===== config.mk =====
export PLATFORM = sky130hd
export DESIGN_NAME = ram_arbiter
export DESIGN_NICKNAME = d
export VERILOG_FILES = /design/src/rtl/frost_mem_pkg.sv /design/src/rtl/arb2_rr.sv /design/src/rtl/ram_arbiter.sv
export SDC_FILE = /design/constraint.sdc
export NUM_CORES = 1
export LEC_CHECK = 0
export ABC_AREA = 1
export CAP_MARGIN = 20
export CORE_AREA = 2 2 114 116
export CTS_CLUSTER_DIAMETER = 80
export DETAILED_ROUTE_END_ITERATION = 8
export DIE_AREA = 0 0 116 118
export GPL_TIMING_DRIVEN = 0
export MAX_ROUTING_LAYER = met4
export PLACE_DENSITY = 0.7
export SYNTH_ARGS = -nofsm -noshare
export SYNTH_HDL_FRONTEND = slang
export SYNTH_HIERARCHICAL = 1
export SYNTH_SLANG_ARGS = --single-unit

===== constraint.sdc =====
create_clock -name clk -period 2.1 [get_ports clk]
set_clock_uncertainty 0.15 [all_clocks]
set_input_delay 0.42 -clock clk [delete_from_list [all_inputs] [get_ports clk]]
set_output_delay 0.42 -clock clk [all_outputs]
set_load 0.005 [all_outputs]

===== src/rtl/frost_mem_pkg.sv =====
// Shared memory-subsystem types and default widths for ram, the core and the
// ram_arbiter.
package frost_mem_pkg;

  localparam int unsigned AW_DEF = 32;
  localparam int unsigned DW_DEF = 32;

  typedef enum logic {
    OWN_I = 1'b0,
    OWN_D = 1'b1
  } owner_t;

  // Maps a one-hot {data, fetch} grant vector to its owner.
  function automatic owner_t gnt_owner(input logic [1:0] gnt);
    return gnt[1] ? OWN_D : OWN_I;
  endfunction

endpackage


===== src/rtl/arb2_rr.sv =====
// Two-way round-robin arbiter with a fixed-priority override.
// req[0]/gnt[0] is the fetch port and req[1]/gnt[1] is the data port.
module arb2_rr
  import frost_mem_pkg::*;
(
  input  logic       clk,
  input  logic       resetn,
  input  logic [1:0] req,
  input  logic       prio_en,
  output logic [1:0] gnt
);

  owner_t rr_last;

  always_comb begin
    // NOTE: assign every combinational output a default first so that no
    // path through the case statement infers a latch.
    gnt = 2'b00;
    unique case (req)
      2'b01: gnt = 2'b01;
      2'b10: gnt = 2'b10;
      2'b11: begin
        if (prio_en) gnt = 2'b10;
        else         gnt = (rr_last == OWN_D) ? 2'b01 : 2'b10;
      end
      default: gnt = 2'b00;
    endcase
  end

  // The pointer only moves when a real choice was made.
  always_ff @(posedge clk or negedge resetn) begin
    // NOTE: sequential state uses non-blocking assignments so every flop
    // samples pre-edge values regardless of process ordering.
    if (!resetn) begin
      rr_last <= OWN_D;
    end else if ((&req) && !prio_en) begin
      rr_last <= gnt_owner(gnt);
    end
  end

endmodule


===== src/rtl/ram_arbiter.sv =====
// Shares the single-port synchronous ram between the fetch port and the
// load/store port, routes read data back and keeps per-port stall counters.
module ram_arbiter
  import frost_mem_pkg::*;
#(
  parameter int AW        = AW_DEF,
  parameter int DW        = DW_DEF,
  parameter int DATA_PRIO = 0,
  parameter int CNT_W     = 16
) (
  input  logic             clk,
  input  logic             resetn,

  input  logic             i_req,
  input  logic [AW-1:0]    i_addr,
  output logic             i_gnt,
  output logic             i_rvalid,
  output logic [DW-1:0]    i_rdata,

  input  logic             d_req,
  input  logic             d_we,
  input  logic [AW-1:0]    d_addr,
  input  logic [DW-1:0]    d_wdata,
  output logic             d_gnt,
  output logic             d_rvalid,
  output logic [DW-1:0]    d_rdata,

  output logic [AW-1:0]    ram_addr,
  output logic [DW-1:0]    ram_din,
  output logic             ram_re,
  output logic             ram_we,
  input  logic [DW-1:0]    ram_dout,

  output logic [CNT_W-1:0] i_stall_cnt,
  output logic [CNT_W-1:0] d_stall_cnt
);

  logic [1:0] gnt;
  logic       rsp_pend;
  owner_t     rsp_own;

  arb2_rr u_arb (
    .clk     (clk),
    .resetn  (resetn),
    .req     ({d_req, i_req}),
    .prio_en (DATA_PRIO != 0),
    .gnt     (gnt)
  );

  assign i_gnt = gnt[0];
  assign d_gnt = gnt[1];

  // Idle cycles leave the bus parked on the data port so it does not toggle.
  assign ram_addr = i_gnt ? i_addr : d_addr;
  assign ram_din  = d_wdata;
  assign ram_re   = i_gnt | (d_gnt & ~d_we);
  assign ram_we   = d_gnt & d_we;

  // Response tracker: ram_dout belongs to whoever issued last cycle's read.
  always_ff @(posedge clk or negedge resetn) begin
    if (!resetn) begin
      rsp_pend <= 1'b0;
      rsp_own  <= OWN_I;
    end else begin
      rsp_pend <= ram_re;
      if (ram_re) rsp_own <= gnt_owner(gnt);
    end
  end

  assign i_rvalid = rsp_pend && (rsp_own == OWN_I);
  assign d_rvalid = rsp_pend && (rsp_own == OWN_D);
  assign i_rdata  = ram_dout;
  assign d_rdata  = ram_dout;

  // Saturating stall counters, held at all-ones once reached.
  always_ff @(posedge clk or negedge resetn) begin
    if (!resetn) begin
      i_stall_cnt <= '0;
      d_stall_cnt <= '0;
    end else begin
      if (i_req && !i_gnt && (i_stall_cnt != '1))
        i_stall_cnt <= i_stall_cnt + CNT_W'(1);
      if (d_req && !d_gnt && (d_stall_cnt != '1))
        d_stall_cnt <= d_stall_cnt + CNT_W'(1);
    end
  end

endmodule

==> results <==
-- worst max-delay path by stage --
stage / startpoint / to / slack [ns]
CTS: u_arb/rr_last / ram_addr[7] / -0.13
finish: u_arb/rr_last / ram_addr[10] / -0.09
global placement: i_req / ram_addr[7] / -1.17
detailed placement: i_req / ram_addr[0] / -1.17
global route: u_arb/rr_last / ram_addr[2] / -0.17
floorplan: i_req / ram_addr[0] / 0.22
-- cell usage after synthesis --
library cell	count	area [µm²]
a21oi_1	1	5.00
buf_6	3	33.8
buf_4	96	721
nand4_1	9	56.3
inv_2	6	22.5
a31oi_1	1	6.26
nor2_1	39	146
nand3_1	15	75.1
nand3b_1	6	45.0
dfrtp_1	34	851
nand2_1	240	901
xnor2_1	3	26.3
xor2_1	6	52.6
dfstp_2	1	26.3
nor2_4	2	22.5
nor3_1	2	10.0
nor2_2	5	31.3
clkbuf_1	7	26.3
o21ai_0	4	20.0
nand2_2	4	25.0
o21ai_1	2	10.0
nand2_4	3	33.8
conb_1	1	3.75
o21ai_2	1	8.76
ha_1	2	25.0
inv_1	31	116
-- state kept, by name, indices dropped and copies added (netlist names) --
| name | count |
|---|---|
| rsp_own | 1 |
| u_arb/rr_last | 1 |
| i_stall_cnt | 16 |
| d_stall_cnt | 16 |
| rsp_pend | 1 |
-- logic make-up after synthesis --
kind of cell               share of synthesized area [%]
other                                              0.114
and+or+nand+nor                                     40.8
buffers and inverters                               27.9
AOI/OAI and AO/OA                                   1.52
xor gates and xnor gates                            2.39
DFF                                                 26.6
adders and majority gates                          0.758
-- cells in the final DEF, fill, tap and decap left out, types with 3 or more instances in the layout --
cell,count
dlygate4sd2_1,3
xor2_1,6
clkdlybuf4s50_1,195
nand3b_1,6
buf_6,9
inv_1,30
dfrtp_1,34
clkbuf_16,11
inv_2,6
nand4_1,9
nand2_4,9
nor2_2,5
xnor2_1,3
buf_4,103
nand2_1,196
nor2_1,39
buf_8,4
nand2_2,42
nand3_1,15
o21ai_0,3
buf_2,28
-- routing by layer --
metal	GRT usage, %	up-vias	part of all wire [%]
met5	-	-	0
met4	4.46	0	1.8
met3	2.27	10	5.8
met2	30.6	145	53
met1	19.5	1651	39
li1	-	2001	-
-- what timing repair did --
action                                  4_1_cts  5_1_grt
endpoints found under the setup margin       50       35
setup buffers                                 9        2
cloned                                        2        0
pin swaps                                    20        8
hold endpoints to repair                      0        0
gates resized for setup                     209       30
-- worst max-delay path, cell delays in order (launching register included) --
cell and delay, ns:
dfstp_2 0.54, nand2_2 0.05, nand2_2 0.08, buf_8 0.14
inv_8 0.05, buf_12 0.12, clkbuf_16 0.15, nand2_4 0.05
nand2_1 0.04, buf_2 0.13
-- power by group through the flow --
stage	logic, µW	registers [µW]	clock network, µW
2_1_floorplan	476	898	0
3_3_place_gp	1210	918	0
3_5_place_dp	1220	920	0
4_1_cts	1290	908	799
5_1_grt	1410	928	825
6_report	1300	907	769
-- final cells by class --
type	count	area [µm²]	area share (%)
repair buffers	247	2350	37.1
multi-input cells	347	1670	26.3
plain buffers	106	920	14.5
flip-flops and latches	35	877	13.9
well taps	172	215	3.40
clock buffers	8	156	2.47
inverters	37	146	2.31
-- through the flow --
stage / cells / setup WS [ns] / utilization, %
after floorplan: 525 / 0.221 / -
after global placement: 931 / -1.17 / 47.2
after detailed placement: 931 / -1.17 / 47.2
after CTS: 950 / -0.131 / 50.2
after global routing: 952 / -0.165 / 51.0
final: 952 / -0.0874 / 51.0
==> impl_metrics.py <==
metrics = {
    "die": {
        "initial_core_util_pct": 26.6,
        "dieWidth_um": 116,
        "dieArea_um2": 13700,
        "ios": 299,
        "core.rowCount": 41,
        "die_y_um": 118,
        "core_area_um2": 12400,
    },
    "setup_path": {
        "r2r_slack_ns": 0.23,
        "cp.arrival_ns": 1.62,
        "worstReg2RegStart": "u_arb/rr_last",
        "endpoint_kind": "primary output",
        "crit_fanout": 5,
        "startpoint_type": "flip-flop",
        "rr_worst_depth": 10,
        "worstPathRequired_ns": 1.53,
        "rr_endpoint": "d_stall_cnt[15]",
        "crit_type": "reg2out",
    },
    "timing": {
        "finalMaxSlewViolations": 0,
        "fin_crit_ns": 2.19,
        "hold_violations": 0,
        "fin_tns_setup_ns": -0.734,
        "final.setup.worst_slack_ns": -0.0874,
        "min_period_over_period_pct": 104,
        "worstMarginPinSlew_ns": 0.819,
        "relSlewSlack_pct": 45.4,
        "setup_viol": 18,
        "rsz0062_at_grt": "true",
        "max_freq_mhz": 457,
        "hold_slack_ns": 0.0919,
    },
    "job": {
        "drv_cap": 0,
    },
    "outcome": {
        "violations": "negative setup slack",
        "status": "complete, but fails checks",
    },
    "pwr": {
        "cellPowerDensity_nw_per_um2": 471,
        "leakagePower_uw": 0.00308,
        "p_seq_share_pct": 30.5,
        "intPower_uw": 2100,
        "p_clk_share_pct": 25.8,
        "finalPower_uw": 2980,
        "peakVddDrop_v": 0.000357,
        "netSwitchingPower_uw": 875,
        "swShare_pct": 29.4,
        "combPwrFrac_pct": 43.7,
    },
    "clock_network": {
        "tritoncts": "built",
        "cts_root_buffer": "clkbuf_16",
        "clkSinkCount": 35,
        "h-tree-depth": 2,
        "cts_buffer_depth": 2,
        "cts_buffers": 5,
        "hold_buffers": 0,
        "cts.reportedPaths.clkPinSlew_ns": 0.05,
        "clk_latency_ns": 0.27,
    },
    "cells_and_area": {
        "fillers": 1211,
        "antenna_cells": 0,
        "nets": 914,
        "syn2layout_area_growth_pct": 91.7,
        "drive_gt1_share_pct": 29.5,
        "final_area_um2": 6330,
    },
    "global_routing": {
        "grt_max_degree": 36,
        "grt_usage_pct": 17.0,
        "antenna_found_initial": 0,
        "grt_pass1_vias": 3497,
        "grt_pass1_wl_um": 18000,
        "overflow": 0,
    },
    "routing": {
        "first_iter_violations": 116,
        "ant_nets": 0,
        "vias": 3807,
        "routed_wl_um": 11800,
        "wire_per_inst_um": 12.4,
        "drtPass1Iterations": 5,
        "drc": 0,
        "vias_per_cell": 4.00,
    },
    "logic_synthesis": {
        "ys_warn_count": 6,
        "syn_area_um2": 3300,
        "synth.distinct_cells": 26,
        "synth.avg_cell_area_um2": 6.30,
        "synthCells": 524,
        "synth_seq_cells": 35,
        "ys_seq_area_share_pct": 26.6,
    },
    "place": {
        "placed_cell_area_um2": 5860,
        "portBuffers": 234,
        "gp_congestion": 0.859,
        "dp_hpwl_um": 9740,
    },
    "hold_path": {
        "hold_path.class": "in2async",
    },
}
Power figures use the tool's default switching activity.
